===== src/rtl/riscv_fetch_pkg.sv =====
`default_nettype none
// ============================================================================
// riscv_fetch_pkg : shared state encoding, error causes and default reset PC
// Rev 1.0
// ============================================================================
package riscv_fetch_pkg;

   typedef enum logic [1:0] {
      S_IDLE = 2'd0,
      S_REQ  = 2'd1,
      S_DONE = 2'd2,
      S_ERR  = 2'd3
   } fetch_state_e;

   localparam logic [1:0]  ERR_NONE     = 2'b00;
   localparam logic [1:0]  ERR_MISALIGN = 2'b01;
   localparam logic [1:0]  ERR_TIMEOUT  = 2'b10;

   localparam logic [31:0] DEF_RESET_PC = 32'h0000_0000;

endpackage
`default_nettype wire


===== src/rtl/ifetch_timer.sv =====
`default_nettype none
// ============================================================================
// ifetch_timer : down-counter that flags expiry on the CYCLES-th run cycle
// Rev 1.0
// ============================================================================
module ifetch_timer #(
   parameter int unsigned CYCLES = 16
) (
   input  logic clk,
   input  logic rst,
   input  logic load_i,
   input  logic run_i,
   output logic expire_o
);

   localparam int unsigned W        = (CYCLES > 2) ? $clog2(CYCLES) : 1;
   localparam logic [W-1:0] LOAD_VAL = W'(CYCLES - 1);

   logic [W-1:0] cnt_q;

   always_ff @(posedge clk) begin
      if (rst) begin
         cnt_q <= '0;
      end else if (load_i) begin
         cnt_q <= LOAD_VAL;
      end else if (run_i && (cnt_q != '0)) begin
         cnt_q <= cnt_q - 1'b1;
      end
   end

   // Reload value is CYCLES-1, so zero is reached on the CYCLES-th run cycle.
   assign expire_o = run_i && (cnt_q == '0);

endmodule
`default_nettype wire


===== src/rtl/instr_fetch_unit.sv =====
`default_nettype none
// ============================================================================
// instr_fetch_unit : multicycle PC/fetch stage feeding the instruction register
// Optional request timeout: define IFETCH_TIMEOUT_EN.          Rev 1.0
// ============================================================================
module instr_fetch_unit
   import riscv_fetch_pkg::*;
#(
   parameter logic [31:0] RESET_PC    = DEF_RESET_PC,
   parameter int unsigned TIMEOUT_CYC = 16
) (
   input  logic        clk,
   input  logic        rst,
   input  logic        fetch_req,
   input  logic        pc_wr,
   input  logic [31:0] pc_next,
   output logic        im_req,
   output logic [31:0] im_addr,
   input  logic        im_ack,
   input  logic [31:0] im_rdata,
   output logic [31:0] im_dout,
   output logic        IRWr,
   output logic [31:0] pc,
   output logic [31:0] pc_plus4,
   output logic        fetch_busy,
   output logic        fetch_err,
   output logic [1:0]  err_cause
);

   fetch_state_e state_q;
   logic [31:0]  pc_q;
   logic [31:0]  dout_q;
   logic [31:0]  pend_pc_q;
   logic         pend_q;
   logic [1:0]   cause_q;
   logic         tmo_expire;
   logic [31:0]  idle_pc_d;

   if (TIMEOUT_CYC < 2) begin : g_timeout_range
      $error("TIMEOUT_CYC must be >= 2");
   end

`ifdef IFETCH_TIMEOUT_EN
   if (1) begin : g_timer
      ifetch_timer #(
         .CYCLES (TIMEOUT_CYC)
      ) u_timer (
         .clk      (clk),
         .rst      (rst),
         .load_i   (state_q != S_REQ),
         .run_i    (state_q == S_REQ),
         .expire_o (tmo_expire)
      );
   end
`else
   assign tmo_expire = 1'b0;
`endif

   // A redirect in the same cycle as fetch_req wins; alignment is judged on it.
   assign idle_pc_d = pc_wr ? pc_next : pc_q;

   always_ff @(posedge clk) begin
      if (rst) begin
         state_q   <= S_IDLE;
         pc_q      <= RESET_PC;
         dout_q    <= 32'h0;
         pend_q    <= 1'b0;
         pend_pc_q <= 32'h0;
         cause_q   <= ERR_NONE;
      end else begin
         case (state_q)
            S_IDLE: begin
               pc_q <= idle_pc_d;
               if (fetch_req) begin
                  if (idle_pc_d[1:0] != 2'b00) begin
                     cause_q <= ERR_MISALIGN;
                     state_q <= S_ERR;
                  end else begin
                     cause_q <= ERR_NONE;
                     state_q <= S_REQ;
                  end
               end
            end
            S_REQ: begin
               if (im_ack) begin
                  dout_q  <= im_rdata;
                  state_q <= S_DONE;
               end else if (tmo_expire) begin
                  cause_q <= ERR_TIMEOUT;
                  state_q <= S_ERR;
               end
               // PC must stay stable under im_addr, so redirects wait in pend.
               if (!im_ack && tmo_expire) begin
                  pend_q <= 1'b0;
               end else if (pc_wr) begin
                  pend_q    <= 1'b1;
                  pend_pc_q <= pc_next;
               end
            end
            S_DONE: begin
               pc_q    <= pend_q ? pend_pc_q : (pc_wr ? pc_next : pc_q + 32'd4);
               pend_q  <= 1'b0;
               state_q <= S_IDLE;
            end
            default: begin
               state_q <= S_IDLE;
            end
         endcase
      end
   end

   assign im_req     = (state_q == S_REQ);
   assign im_addr    = pc_q;
   assign im_dout    = dout_q;
   assign IRWr       = (state_q == S_DONE);
   assign pc         = pc_q;
   assign pc_plus4   = pc_q + 32'd4;
   assign fetch_busy = (state_q == S_REQ) || (state_q == S_DONE);
   assign fetch_err  = (state_q == S_ERR);
   assign err_cause  = cause_q;

endmodule
`default_nettype wire


===== config.mk =====
export PLATFORM = sky130hd
export DESIGN_NAME = instr_fetch_unit
export DESIGN_NICKNAME = d
export VERILOG_FILES = /design/src/rtl/riscv_fetch_pkg.sv /design/src/rtl/ifetch_timer.sv /design/src/rtl/instr_fetch_unit.sv
export SDC_FILE = /design/constraint.sdc
export NUM_CORES = 1
export LEC_CHECK = 0
export ABC_AREA = 1
export CELL_PAD_IN_SITES_DETAIL_PLACEMENT = 1
export CELL_PAD_IN_SITES_GLOBAL_PLACEMENT = 1
export CORE_UTILIZATION = 31
export DETAILED_ROUTE_END_ITERATION = 16
export GPL_TIMING_DRIVEN = 0
export PLACE_DENSITY_LB_ADDON = 0.2
export SLEW_MARGIN = 40
export SYNTH_ARGS = -nofsm -noshare
export SYNTH_HDL_FRONTEND = slang
export SYNTH_SLANG_ARGS = --single-unit

===== constraint.sdc =====
create_clock -name clk -period 2.4 [get_ports clk]
set_clock_uncertainty 0.15 [all_clocks]
set_input_delay 0.48 -clock clk [delete_from_list [all_inputs] [get_ports clk]]
set_output_delay 0.48 -clock clk [all_outputs]
set_load 0.02 [all_outputs]

==> results by group <==
Routing
  • Routed len/inst: 18.3 um
  • DRC Markers: 0
  • Initial drt markers: 358
  • Via/cell ratio: 5.13
  • Vias: 6672
  • Antenna-violating nets left: 0
  • TritonRoute pass-1 iters: 5
  • Final WL: 23900 um

Synth
  • Mux contribution to synthesized area: 0%
  • Post-Synth XOR/XNOR Area: 1.36%
  • Top cells by count, synth: nand2_1, nor2_1, o21ai_0, dfxtp_1, a21oi_1
  • Compound-gate portion of the synthesized area: 23.1%
  • Post-synth top flop: dfxtp_1
  • Unique masters post-synth: 35
  • Adder-Cell Fraction of Synth Area: 1.11%
  • Cells after Synth: 839
  • Synth Register Bits: 100
  • Synth Warn #: 0
  • Async SR Flop Fraction: 0%
  • Post-Syn Nets: 913
  • Main combinational cell family by area after synthesis: simple AND/OR/NAND/NOR gates
  • Top post-synthesis cells by area: dfxtp_1, nand2_1, o21ai_0
  • Post-synthesis sequential area ratio: 35.6%
  • Mapped Avg Cell Area: 6.71 um2
  • Top-area cell type share of the netlist area: 35.6%
  • Synth area leader: dfxtp_1
  • Mapped Area: 0.00563 mm2
  • Post-Synth Simple-Gate Area: 25.9%
  • Most frequent cell after synthesis: nand2_1
  • Number of enable flip-flop cells after synthesis: 0

Layout
  • Final net count: 1146
  • Fill count: 2252
  • Final cell count without fillers: 1300
  • Area of the multi-input gates: 0.00322 mm2
  • Final Instance Area: 0.00875 mm2
  • Synthesis-to-finish area growth: 55.5%
  • Antenna diodes: 0
  • Layout cells sized above 1: 21.5%
  • Register area: 0.00209 mm2
  • Final Util: 49.9%

Setup path
  • Max FO, Critical Path: 4
  • WP data arrival: 1.78 ns
  • Worst endpoint required time: 1.77 ns
  • Crit end category: output port
  • CP Class: flip-flop to output port
  • CP startpoint kind: flip-flop

Timing
  • Final worst setup slack: -0.00512 ns
  • Final Setup Violations: 1
  • Max Clock Freq: 0.416 GHz
  • Slew Viols, Final: 0
  • Tcrit/Tclk final: 100%
  • Tmin final: 2.41 ns
  • Rel. slew slack: 50.8%
  • Worst Tran Pin Value: 0.739 ns
  • RSZ-0062 raised after global routing: yes
  • Fin. Hold Viols: 0
  • Total Neg Setup Slack: -0.00512 ns

Floorplanning
  • Die W: 137 um
  • Num rows: 48
  • I/O pin cnt: 203
  • Die area: 0.0187 mm2
  • Die height: 137 um
  • Starting Density: 32.1%
  • Core Footprint: 0.0175 mm2

Clock network
  • CTS Buffer Depth: 2
  • Cts hold-fix bufs: 0
  • Clk Latency, worst-skew pair: 0.36 ns
  • CTS tree: yes
  • CTS buffer count: 9
  • Worst-path clk slew: 0.08 ns
  • Root buffer cell: clkbuf_16
  • CTS Sinks: 100
  • H-tree lvl count: 3

Power and ir drop
  • PwrDens: 1240 mW/mm2
  • LEAKAGE: 3.44 nW
  • Overall Power: 10.9 mW
  • Peak supply drop: 0.704 mV

Placed design
  • Dpl cells: 1264
  • Dpl cell area: 0.00791 mm2
  • IO buf count: 200
  • Global placement routability congestion: 0.877
  • Detailed placer's ending HPWL: 17400 um

Hold path
  • Hold crit path type: flip-flop to flip-flop

Global routing
  • Initial antenna violation count: 0
  • First-pass GRT wire length: 35300 um
  • Grt ovf: 0
  • Pin count of the biggest net entering global routing: 17
  • Total GRT Usage: 24.9%
  • Number of global-route vias before repair: 6541

Run status
  • Outcome: finished with violations
  • Violated checks: negative setup slack

Flow run
  • Max-Cap Viols: 0
-- final timing paths --
path | endpoint | start | cells past startpoint | slack, ns
worst max register to register | im_addr[5] | state_q[0] | 7 | 0.13
worst max-delay path | pc_plus4[26] | im_addr[2] | 8 | -0.005
worst min register to register | pend_pc_q[12] | pend_pc_q[12] | 2 | 0.31
worst min-delay path | pend_pc_q[12] | pend_pc_q[12] | 2 | 0.31
-- per-stage QoR --
step / hold slack, ns / worst slack (ns)
after detailed placement: 0.296 / -0.476
after floorplan: 0.279 / 0.244
after global placement: 0.292 / -0.456
final: 0.306 / -0.00512
after CTS: 0.306 / -0.0307
after global routing: 0.336 / -0.101
-- report_power, final --
| part | internal (mW) | switching [mW] |
|---|---|---|
| Clock | 0.807 | 0.710 |
| Combinational | 2.80 | 3.56 |
| Sequential | 2.31 | 0.687 |
-- state kept, by name (all words and copies together), names as in the netlist --
| register | cells |
|---|---|
| err_cause | 1 |
| im_addr | 32 |
| im_dout | 32 |
| pend_pc_q | 32 |
| pend_q | 1 |
| state_q | 2 |
-- routing by layer --
layer | part of all wire [%] | track usage, %
met1 | 46 | 33.4
met2 | 47 | 40.3
met3 | 5.8 | 3.96
met4 | 1.6 | 8.40
met5 | 0 | 0
-- worst max-delay path, stage by stage, from the launching register on --
cell	delay, ns
dfxtp_4	0.40
ha_4	0.19
inv_4	0.05
nor2_4	0.15
nand2_4	0.13
nor2_4	0.17
nand3b_1	0.14
nand2_4	0.09
buf_6	0.11
-- logic make-up after synthesis --
logic type,Yosys count
buf+inv,146
flops,100
other cells,1
simple gates,339
fa+ha+maj,5
xor+xnor,7
compound gates,241
-- placed cells by master (no fill, tap or decap), types with 5 or more instances in the layout --
| cell | count |
|---|---|
| buf_6 | 13 |
| a21oi_1 | 94 |
| buf_4 | 59 |
| a31oi_1 | 13 |
| nor2_2 | 14 |
| buf_2 | 19 |
| dfxtp_1 | 72 |
| and2_1 | 5 |
| nand2_4 | 5 |
| inv_1 | 58 |
| o21ai_0 | 100 |
| dfxtp_2 | 7 |
| clkbuf_1 | 31 |
| clkdlybuf4s50_1 | 171 |
| clkbuf_16 | 9 |
| nand3_1 | 31 |
| nor2_1 | 96 |
| nor2_4 | 21 |
| o21bai_1 | 5 |
| o221ai_1 | 12 |
| o21ai_2 | 5 |
| nand2_2 | 26 |
| dfxtp_4 | 21 |
| nand3b_1 | 8 |
| nand2_1 | 121 |
-- layout make-up --
cell class                      count  area share, %
Timing Repair Buffer              222           24.6
Inverter                           65           2.86
Clock inverter                      5          0.701
Buffer                             81           5.45
Clock buffer                        9           2.57
Multi-Input combinational cell    593           36.8
Sequential cell                   100           23.9
Tap cell                          225           3.22
-- repair_timing --
item / 4_1_cts / 5_1_grt
pin swaps: 12 / 23
endpoints found under the hold margin: 0 / 0
setup buffers: 10 / 12
setup endpoints to repair: 28 / 25
resized for setup: 196 / 75
(Power assumes the default switching activity.)
